File: config.mk
export PLATFORM = sky130hd
export DESIGN_NAME = stepper_multi_axis
export DESIGN_NICKNAME = d
export VERILOG_FILES = /design/src/rtl/stepper_multi_axis.sv
export SDC_FILE = /design/constraint.sdc
export NUM_CORES = 1
export LEC_CHECK = 0
export BUFFER_PORTS_ARGS = -buffer_cell sky130_fd_sc_hd__clkbuf_2
export CAP_MARGIN = 5
export CORE_MARGIN = 2
export CORE_UTILIZATION = 30
export DETAILED_ROUTE_END_ITERATION = 8
export PLACE_DENSITY = 0.46
export SLEW_MARGIN = 25
export SYNTH_ARGS = -nofsm -noshare
export SYNTH_HDL_FRONTEND = slang
export SYNTH_SLANG_ARGS = --single-unit
File: constraint.sdc
create_clock -name clk -period 18.4 [get_ports clk]
set_clock_uncertainty 0.1 [all_clocks]
set_input_delay 0.92 -clock clk [delete_from_list [all_inputs] [get_ports clk]]
set_output_delay 0.92 -clock clk [all_outputs]
set_load 0.02 [all_outputs]
File: src/rtl/stepper_multi_axis.sv
// ---------------------------------------------------------------------------
// stepper_multi_axis
//
// Multi-channel step/direction pulse generator. A rising edge on start (in
// IDLE) latches a signed step count and a half-period per channel. Every
// channel then emits |count| step pulses, each speed cycles high and speed
// cycles low, in parallel with the others. When the last channel finishes, a
// one-cycle done pulse is produced.
//
// Optional feature: define STEPPER_ENDSTOP_EN to let the limit switches stop
// individual channels. A channel moving negative stops on endstop_min, and a
// channel moving positive stops on endstop_max. The stop also sets that
// channel's sticky endstop_hit bit. Without the macro the limit inputs are
// ignored and endstop_hit reads 0.
//
// Ports
//   clk          rising-edge clock
//   rst          asynchronous active-high reset
//   start        level; rising edge in IDLE requests a move
//   abort        stops every channel while RUN
//   step_in      CHANNELS x CNT_W signed step counts, ch0 in LSBs
//   speed_in     CHANNELS x DIV_W half-period in clk cycles (0 acts as 1)
//   endstop_min  per-channel negative-side limit switch
//   endstop_max  per-channel positive-side limit switch
//   step         per-channel step pulse
//   dir          per-channel direction, 1 = negative
//   remaining    CHANNELS x CNT_W signed steps not yet issued
//   busy         high while RUN
//   done         one-cycle pulse when a move (or empty request) completes
//   endstop_hit  per-channel sticky limit-stop flag, cleared on accept
//
// FSM
//   state    | meaning
//   ---------+-----------------------------------------------------------
//   S_IDLE   | waiting for a start rising edge
//   S_RUN    | at least one channel still pulsing
//   S_FINISH | one cycle: busy=0, done=1, then back to IDLE
// ---------------------------------------------------------------------------
module stepper_multi_axis #(
  parameter int CHANNELS = 4,
  parameter int CNT_W    = 32,
  parameter int DIV_W    = 32
) (
  input  logic                      clk,
  input  logic                      rst,
  input  logic                      start,
  input  logic                      abort,
  input  logic [CHANNELS*CNT_W-1:0] step_in,
  input  logic [CHANNELS*DIV_W-1:0] speed_in,
  input  logic [CHANNELS-1:0]       endstop_min,
  input  logic [CHANNELS-1:0]       endstop_max,
  output logic [CHANNELS-1:0]       step,
  output logic [CHANNELS-1:0]       dir,
  output logic [CHANNELS*CNT_W-1:0] remaining,
  output logic                      busy,
  output logic                      done,
  output logic [CHANNELS-1:0]       endstop_hit
);

  typedef enum logic [1:0] {
    S_IDLE   = 2'd0,
    S_RUN    = 2'd1,
    S_FINISH = 2'd2
  } state_t;

  localparam logic [CNT_W-1:0] CNT_ONE  = {{(CNT_W-1){1'b0}}, 1'b1};
  localparam logic [CNT_W-1:0] MAG_MAX  = {1'b0, {(CNT_W-1){1'b1}}};
  localparam logic [CNT_W-1:0] MOST_NEG = {1'b1, {(CNT_W-1){1'b0}}};
  localparam logic [DIV_W-1:0] DIV_ONE  = {{(DIV_W-1){1'b0}}, 1'b1};

  state_t state_q, state_d;
  logic   start_prev_q, start_prev_d;
  logic   start_rise;
  logic   any_nz;

  logic [CHANNELS-1:0] active_q, active_d;
  logic [CHANNELS-1:0] step_q, step_d;
  logic [CHANNELS-1:0] dir_q, dir_d;
  logic [CHANNELS-1:0] hit_q, hit_d;

  logic [CHANNELS-1:0][CNT_W-1:0] mag_q, mag_d;
  logic [CHANNELS-1:0][DIV_W-1:0] spd_q, spd_d;
  logic [CHANNELS-1:0][DIV_W-1:0] tmr_q, tmr_d;

  logic [CHANNELS-1:0][CNT_W-1:0] cnt_in;
  logic [CHANNELS-1:0][CNT_W-1:0] mag_in;
  logic [CHANNELS-1:0][DIV_W-1:0] spd_raw;
  logic [CHANNELS-1:0][DIV_W-1:0] spd_fix;
  logic [CHANNELS-1:0][CNT_W-1:0] rem_w;
  logic [CHANNELS-1:0]            es_stop;

  // Packed 2-D views of the flat buses; element 0 lands in the LSBs.
  assign cnt_in  = step_in;
  assign spd_raw = speed_in;
  assign any_nz  = |step_in;

  // Magnitude of each requested count. The most negative value has no
  // positive twin, so it saturates to the largest positive magnitude.
  always_comb begin
    mag_in  = '0;
    spd_fix = '0;
    for (int i = 0; i < CHANNELS; i++) begin
      if (cnt_in[i][CNT_W-1]) begin
        mag_in[i] = (cnt_in[i] == MOST_NEG) ? MAG_MAX : (~cnt_in[i] + CNT_ONE);
      end else begin
        mag_in[i] = cnt_in[i];
      end
      spd_fix[i] = (spd_raw[i] == '0) ? DIV_ONE : spd_raw[i];
    end
  end

`ifdef STEPPER_ENDSTOP_EN
  // Only the switch on the side the channel is travelling toward matters.
  always_comb begin
    es_stop = '0;
    for (int i = 0; i < CHANNELS; i++) begin
      es_stop[i] = dir_q[i] ? endstop_min[i] : endstop_max[i];
    end
  end
`else
  logic unused_endstop;
  assign unused_endstop = ^{endstop_min, endstop_max};
  assign es_stop        = '0;
`endif

  always_comb begin
    state_d      = state_q;
    start_prev_d = start;
    active_d     = active_q;
    step_d       = step_q;
    dir_d        = dir_q;
    hit_d        = hit_q;
    mag_d        = mag_q;
    spd_d        = spd_q;
    tmr_d        = tmr_q;
    start_rise   = start & ~start_prev_q;

    case (state_q)
      S_IDLE: begin
        if (start_rise) begin
          if (any_nz) begin
            state_d = S_RUN;
            hit_d   = '0;
            for (int i = 0; i < CHANNELS; i++) begin
              active_d[i] = |cnt_in[i];
              dir_d[i]    = cnt_in[i][CNT_W-1];
              mag_d[i]    = mag_in[i];
              spd_d[i]    = spd_fix[i];
              // Timer at zero makes step rise on the next edge, giving
              // exactly one cycle of dir setup.
              tmr_d[i]    = '0;
              step_d[i]   = 1'b0;
            end
          end else begin
            state_d = S_FINISH;
          end
        end
      end

      S_RUN: begin
        for (int i = 0; i < CHANNELS; i++) begin
          if (active_q[i]) begin
            if (abort || es_stop[i]) begin
              // A pulse cut short while high still counts as issued.
              active_d[i] = 1'b0;
              if (step_q[i]) begin
                step_d[i] = 1'b0;
                mag_d[i]  = mag_q[i] - CNT_ONE;
              end
              if (es_stop[i]) begin
                hit_d[i] = 1'b1;
              end
            end else if (tmr_q[i] != '0) begin
              tmr_d[i] = tmr_q[i] - DIV_ONE;
            end else if (step_q[i]) begin
              step_d[i] = 1'b0;
              mag_d[i]  = mag_q[i] - CNT_ONE;
              tmr_d[i]  = spd_q[i] - DIV_ONE;
            end else if (mag_q[i] != '0) begin
              step_d[i] = 1'b1;
              tmr_d[i]  = spd_q[i] - DIV_ONE;
            end else begin
              // Trailing low half-period of the last pulse has elapsed.
              active_d[i] = 1'b0;
            end
          end
        end
        if (active_d == '0) begin
          state_d = S_FINISH;
        end
      end

      S_FINISH: state_d = S_IDLE;

      default: state_d = S_IDLE;
    endcase
  end

  // start_prev resets high so a start held through reset is not an edge.
  always_ff @(posedge clk or posedge rst) begin
    if (rst) begin
      state_q      <= S_IDLE;
      start_prev_q <= 1'b1;
      active_q     <= '0;
      step_q       <= '0;
      dir_q        <= '0;
      hit_q        <= '0;
      mag_q        <= '0;
      spd_q        <= '0;
      tmr_q        <= '0;
    end else begin
      state_q      <= state_d;
      start_prev_q <= start_prev_d;
      active_q     <= active_d;
      step_q       <= step_d;
      dir_q        <= dir_d;
      hit_q        <= hit_d;
      mag_q        <= mag_d;
      spd_q        <= spd_d;
      tmr_q        <= tmr_d;
    end
  end

  always_comb begin
    rem_w = '0;
    for (int i = 0; i < CHANNELS; i++) begin
      rem_w[i] = dir_q[i] ? (~mag_q[i] + CNT_ONE) : mag_q[i];
    end
  end

  assign remaining   = rem_w;
  assign step        = step_q;
  assign dir         = dir_q;
  assign busy        = (state_q == S_RUN);
  assign done        = (state_q == S_FINISH);
  assign endstop_hit = hit_q;

endmodule

# Yosys cells after proc, flatten, opt, wreduce, memory -nomap -nowiden
# Cells that the tools add are included.
[op_classes]
n_addsub = 20
bitwise = 10
n_mux = 108
eq_ne = 22
reduce_logical = 31
[op_table]
columns = ["op", "count"]
rows = [
  ["two-way mux 32 bit", 52],
  ["two-way mux 128 bit", 4],
  ["one-hot mux 128 bit (2 select lines)", 2],
  ["subtractor 32 x 1 -> 32 bit (second input constant)", 12],
  ["adder 32 x 1 -> 32 bit (second input constant)", 8],
  ["inverter 32 bit", 8],
  ["nonzero test 32 bit", 8],
  ["equality test 32 bit (second input constant)", 4],
  ["zero test 32 bit", 4],
  ["OR reduction 128 bit", 1],
  ["OR reduction 32 bit", 4],
  ["two-way mux 1 bit", 40],
  ["AND reduction 6 bit", 4],
  ["AND reduction 5 bit", 4],
  ["two-way mux 4 bit", 4],
  ["inequality test 4 x 1 -> 1 bit (second input constant)", 4],
  ["one-hot mux 4 bit (2 select lines)", 2],
  ["inequality test 3 bit (second input constant)", 4],
  ["inequality test 2 x 1 -> 1 bit (second input constant)", 5],
  ["two-way mux 2 bit", 3],
  ["inequality test 2 bit (second input constant)", 3],
  ["AND reduction 3 bit", 2],
  ["zero test 4 bit", 1],
  ["one-hot mux 2 bit (2 select lines)", 1],
  ["other kinds (7)", 7],
]
[word_totals]
word_cells = 211
input_bits = 268
register_bits = 399

# Depth between registers and ports, before layout
[logic_depth]
depth_word = 10
mapped_depth = 18

# Least setup slack after synthesis
# No wires, ideal clock.
[synth_path]
kind = "reg-to-reg"
from = "reg tmr_q[112] in the netlist's numbering"
to = "reg tmr_q[120] in the netlist's numbering"
path_buffers = 5
arrival_ns = 4.605
required_ns = 18.179
synth_period_minus_slack_ns = 4.826
path_stages_with_launch = 18
setup_slack_ns = 13.574
path_cell_list = "dfrtp_1 clkbuf_1 nor4_1 and4_1 and3_1 clkbuf_1 clkbuf_1 clkbuf_1 clkbuf_1 a21oi_1 ha_1 or3b_2 or3_1 a311o_1 nor4b_2 nor4b_1 o21ai_0 a22o_1"
[synth_via]
elab_chain_len = 5
[synth_rtl]
columns = ["item", "line_no", "rtl"]
rows = [
  ["start: declaration", "83", "logic [CHANNELS-1:0][DIV_W-1:0] tmr_q, tmr_d;"],
  ["start signal: assignment", "220", "tmr_q <= tmr_d;"],
  ["subtractor 32 x 1 -> 32 bit / nonzero test 32 bit (equally long branches)", "174, 173", ""],
  ["two-way mux 32 bit", "173", "end else if (tmr_q[i] != '0) begin"],
  ["two-way mux 32 bit", "163", "if (abort || es_stop[i]) begin"],
  ["two-way mux 32 bit", "162", "if (active_q[i]) begin"],
  ["one-hot mux 128 bit (2 select lines)", "138", "case (state_q)"],
]
# Several ways; a longest one is shown, not always the timed one. The select of a mux whose other input is x is not followed.
# A chain may end at the register's enable or synchronous reset.

# Final worst setup path
[layout_path]
from = "reg mag_q[32] in the netlist's numbering"
to = "out remaining[61]"
[layout_via]
elab_chain_len = 3
[layout_rtl]
columns = ["item", "line_no", "rtl"]
rows = [
  ["start: declaration", "81", "logic [CHANNELS-1:0][CNT_W-1:0] mag_q, mag_d;"],
  ["start signal: assignment", "218", "mag_q <= mag_d;"],
  ["inverter 32 bit", "227", "rem_w[i] = dir_q[i] ? (~mag_q[i] + CNT_ONE) : mag_q[i];"],
  ["adder 32 x 1 -> 32 bit", "227", ""],
  ["two-way mux 32 bit", "227", ""],
  ["end: declaration", "54", "output logic [CHANNELS*CNT_W-1:0] remaining,"],
]
# No other way between the ends.

==> summary.json <==
{
  "run_status": "completed",
  "hold_path_class": "primary input to flip-flop",
  "fmax_ghz": 0.1871,
  "num_io_pins": 410,
  "design.die.area_sq_um": 101100,
  "synth_enable_flop_cells": 0,
  "synthTopCellsByArea": "dfrtp_1 (34%), o21ai_0 (6.0%), mux2_2 (5.0%), xnor2_1 (4.6%), a21oi_1 (4.6%)",
  "wl_met1_mm": 51.11,
  "yosys_warnings": 0,
  "worst_case_hold_slack_ns": 0.2612,
  "tritoncts.num_buffers": 54,
  "starting_density_of_the_core_pct": 30.18,
  "grt.overflow.total": 0,
  "clk_root_buffer_cell": "clkbuf_16",
  "met2_length_mm": 52.40,
  "layout.nets": 4243,
  "tightest_slew_ns": 1.084,
  "timing.final.max_slew_violations": 0,
  "drt-vias-per-instance": 5.612,
  "finalWirelength_mm": 114.5,
  "timing.critical_path.fanout_max": 6,
  "clock_h_tree_levels": 2,
  "core_region_area_sq_um": 97990,
  "timing.critical_path.required_ns": 17.38,
  "area_of_all_placed_cells_without_fillers_sq_um": 34670,
  "place_hpwl_mm": 82.11,
  "finalWorstSetupSlack_ns": 13.05,
  "critPathKind": "flip-flop to output port",
  "post-place-cells": 5190,
  "finalSetupViolations": 0,
  "postSynth.asyncResetShare_pct": 100.0,
  "rsz0062_at_grt": "no",
  "synth_seq_cells": 399,
  "layout-area-overhead-vs-synth_pct": 17.23,
  "clock_path_buffers": 3,
  "register_area_sq_um": 9987,
  "final_util_pct": 35.38,
  "routabilityCongestion": 0.8665,
  "power_leakage_nw": 13.62,
  "non_filler_instance_count_after_layout": 5304,
  "postCtsHoldBufs": 0,
  "synth.top_cells.by_count": "dfrtp_1 (398), nand2_1 (360), nor2_1 (358)",
  "vdd.ir_drop.worst_mv": 0.08769,
  "power.density_nw_per_um2": 195.7,
  "gate_count_of_the_mapped_netlist": 3669,
  "cts_repair_resize_count": 0,
  "drv_cap": 0,
  "multi_input_area_sq_um": 18490,
  "synthesis.area_sq_um": 29570,
  "yosysMostFrequentCell": "dfrtp_1",
  "routed-via-count": 29770,
  "cts_tree": "done",
  "drt_pass1_iterations": 5,
  "cts.sink_count": 399,
  "detail_routed_net_length_per_standard_cell_um": 21.59,
  "relSlewSlack_pct": 27.27,
  "synth_top_area_share_pct": 33.68,
  "dr.first_iter.drc_count": 2081,
  "postCtsSetupBuffers": 0,
  "synth.distinct_cells": 96,
  "grt_util_all_layers_pct": 22.04,
  "cp_data_arrival_time_ns": 4.33,
  "first_global_vias": 28630,
  "grt_first_pass_wirelength_mm": 176.9,
  "preCtsSetupSlack_ns": 12.78,
  "final_period_minus_worst_setup_slack_ns": 5.345,
  "total_power_mw": 6.785,
  "timing.final.crit_share_pct": 29.05,
  "remaining_drc_errors": 0,
  "detailed_place.area_sq_um": 32730,
  "clk-insertion-delay-late_ns": 0.67,
  "path_clk_slew_ns": 0.06,
  "synth_largest_area_cell": "dfrtp_1",
  "die-width_um": 318.0,
  "dr_wl_met3_mm": 7.227,
  "topRoutingLayerUsed": "met5",
  "dominantRegCellSynth": "dfrtp_1",
  "setup_tns_final_ns": 0,
  "kind_of_end_point_of_the_critical_path": "output port",
  "ant_nets": 0,
  "fp-row-count": 115,
  "grt_start_max_net_pins": 143,
  "final.fill_count": 10350,
  "synthesis.area_per_instance_sq_um": 8.060,
  "dieHeight_um": 318.0,
  "port_buffers": 397,
  "synth_sequential_area_ratio_pct": 33.77,
  "drive_above_1_share_pct": 18.57,
  "final_hold_violation_count": 0,
  "critical_path.startpoint_type": "flip-flop",
  "number_of_antenna_violations_at_the_first_check_in_global_routing": 26
}
==> critical path, stage by stage, from the launching register on <==
cell	delay [ns]
dfrtp_1	0.45
nor4_1	0.73
nand3_1	0.41
or4_4	0.56
or4_1	0.60
or3_1	0.39
nand2_1	0.10
xnor2_1	0.13
clkbuf_2	0.29
==> flip-flops by register name, summed over array words and instances, names as in the netlist <==
| register | flops |
|---|---|
| start_prev_q | 1 |
| dir | 4 |
| mag_q | 128 |
| state_q | 2 |
| active_q | 4 |
| step | 4 |
| spd_q | 128 |
| tmr_q | 128 |
==> power breakdown <==
group	internal [mW]	switching [mW]	leakage, nW
Clock	0.671	0.457	0.899
Combinational	1.45	2.41	7.83
Sequential	1.23	0.565	4.88
Total	3.36	3.43	13.6
==> cells in the final DEF (no fill, tap or decap), types with 30 or more instances in the layout <==
cell type | Yosys | final
buf_4 | 8 | 48
o31ai_1 | 42 | 42
o22ai_1 | 64 | 64
nand3_1 | 79 | 79
a21oi_1 | 272 | 272
clkbuf_2 | 1 | 397
xor2_1 | 52 | 52
clkbuf_16 | 0 | 54
a31oi_1 | 49 | 49
nand2_1 | 360 | 360
or3_1 | 85 | 85
nor3_1 | 116 | 114
nor4_1 | 136 | 134
inv_1 | 72 | 71
dfrtp_1 | 398 | 397
mux2_2 | 130 | 130
o22a_1 | 36 | 36
xnor2_1 | 156 | 156
o21ai_0 | 353 | 351
nand2b_1 | 41 | 40
nand4_1 | 51 | 51
a211oi_1 | 31 | 31
mux2i_1 | 49 | 49
nor2_1 | 358 | 356
or2_2 | 29 | 30
and2_1 | 44 | 44
or4_1 | 58 | 58
==> worst paths after layout <==
kind | start | end | slack (ns) | cells after the start
max | mag_q[32] | remaining[61] | 13.05 | 8
min | start | start_prev_q | 0.26 | 1
max reg2reg | mag_q[103] | tmr_q[107] | 13.54 | 8
min reg2reg | state_q[1] | state_q[1] | 0.37 | 1
max in group asynchronous | rst | mag_q[26] | 15.04 | 5
min in group asynchronous | rst | tmr_q[24] | 0.33 | 2
==> area by class of cell <==
class / count / share of cell area, %
Tap cell: 1287 / 4.645
Clock buffer: 72 / 4.295
Multi-Input combinational cell: 2985 / 53.34
Sequential cell: 399 / 28.81
Clock inverter: 27 / 1.140
Timing Repair Buffer: 446 / 6.828
Antenna cell: 15 / 0.1083
Inverter: 73 / 0.8337
==> cells by family (layout without fill, tap and decap cells) <==
group                    after synthesis  after routing  share of synthesized area, %
AND/OR/NAND/NOR                     1467           1467                         25.30
other                                  1             19                       0.01268
multiplexers                         179            179                         6.609
flip-flops                           399            399                         33.77
AO/OA/AOI/OAI                       1111           1111                         23.54
buffers and inverters                288            618                         3.935
adder cells (fa/ha/maj)               16             16                        0.6769
XOR/XNOR                             208            208                         6.160
==> metal layers <==
layer	up-vias	GRT usage, %
li1	14330	-
met1	14500	29.12
met2	732	35.10
met3	178	5.190
met4	26	7.735
met5	-	0
Note: power is estimated with default switching activity, not from simulation.
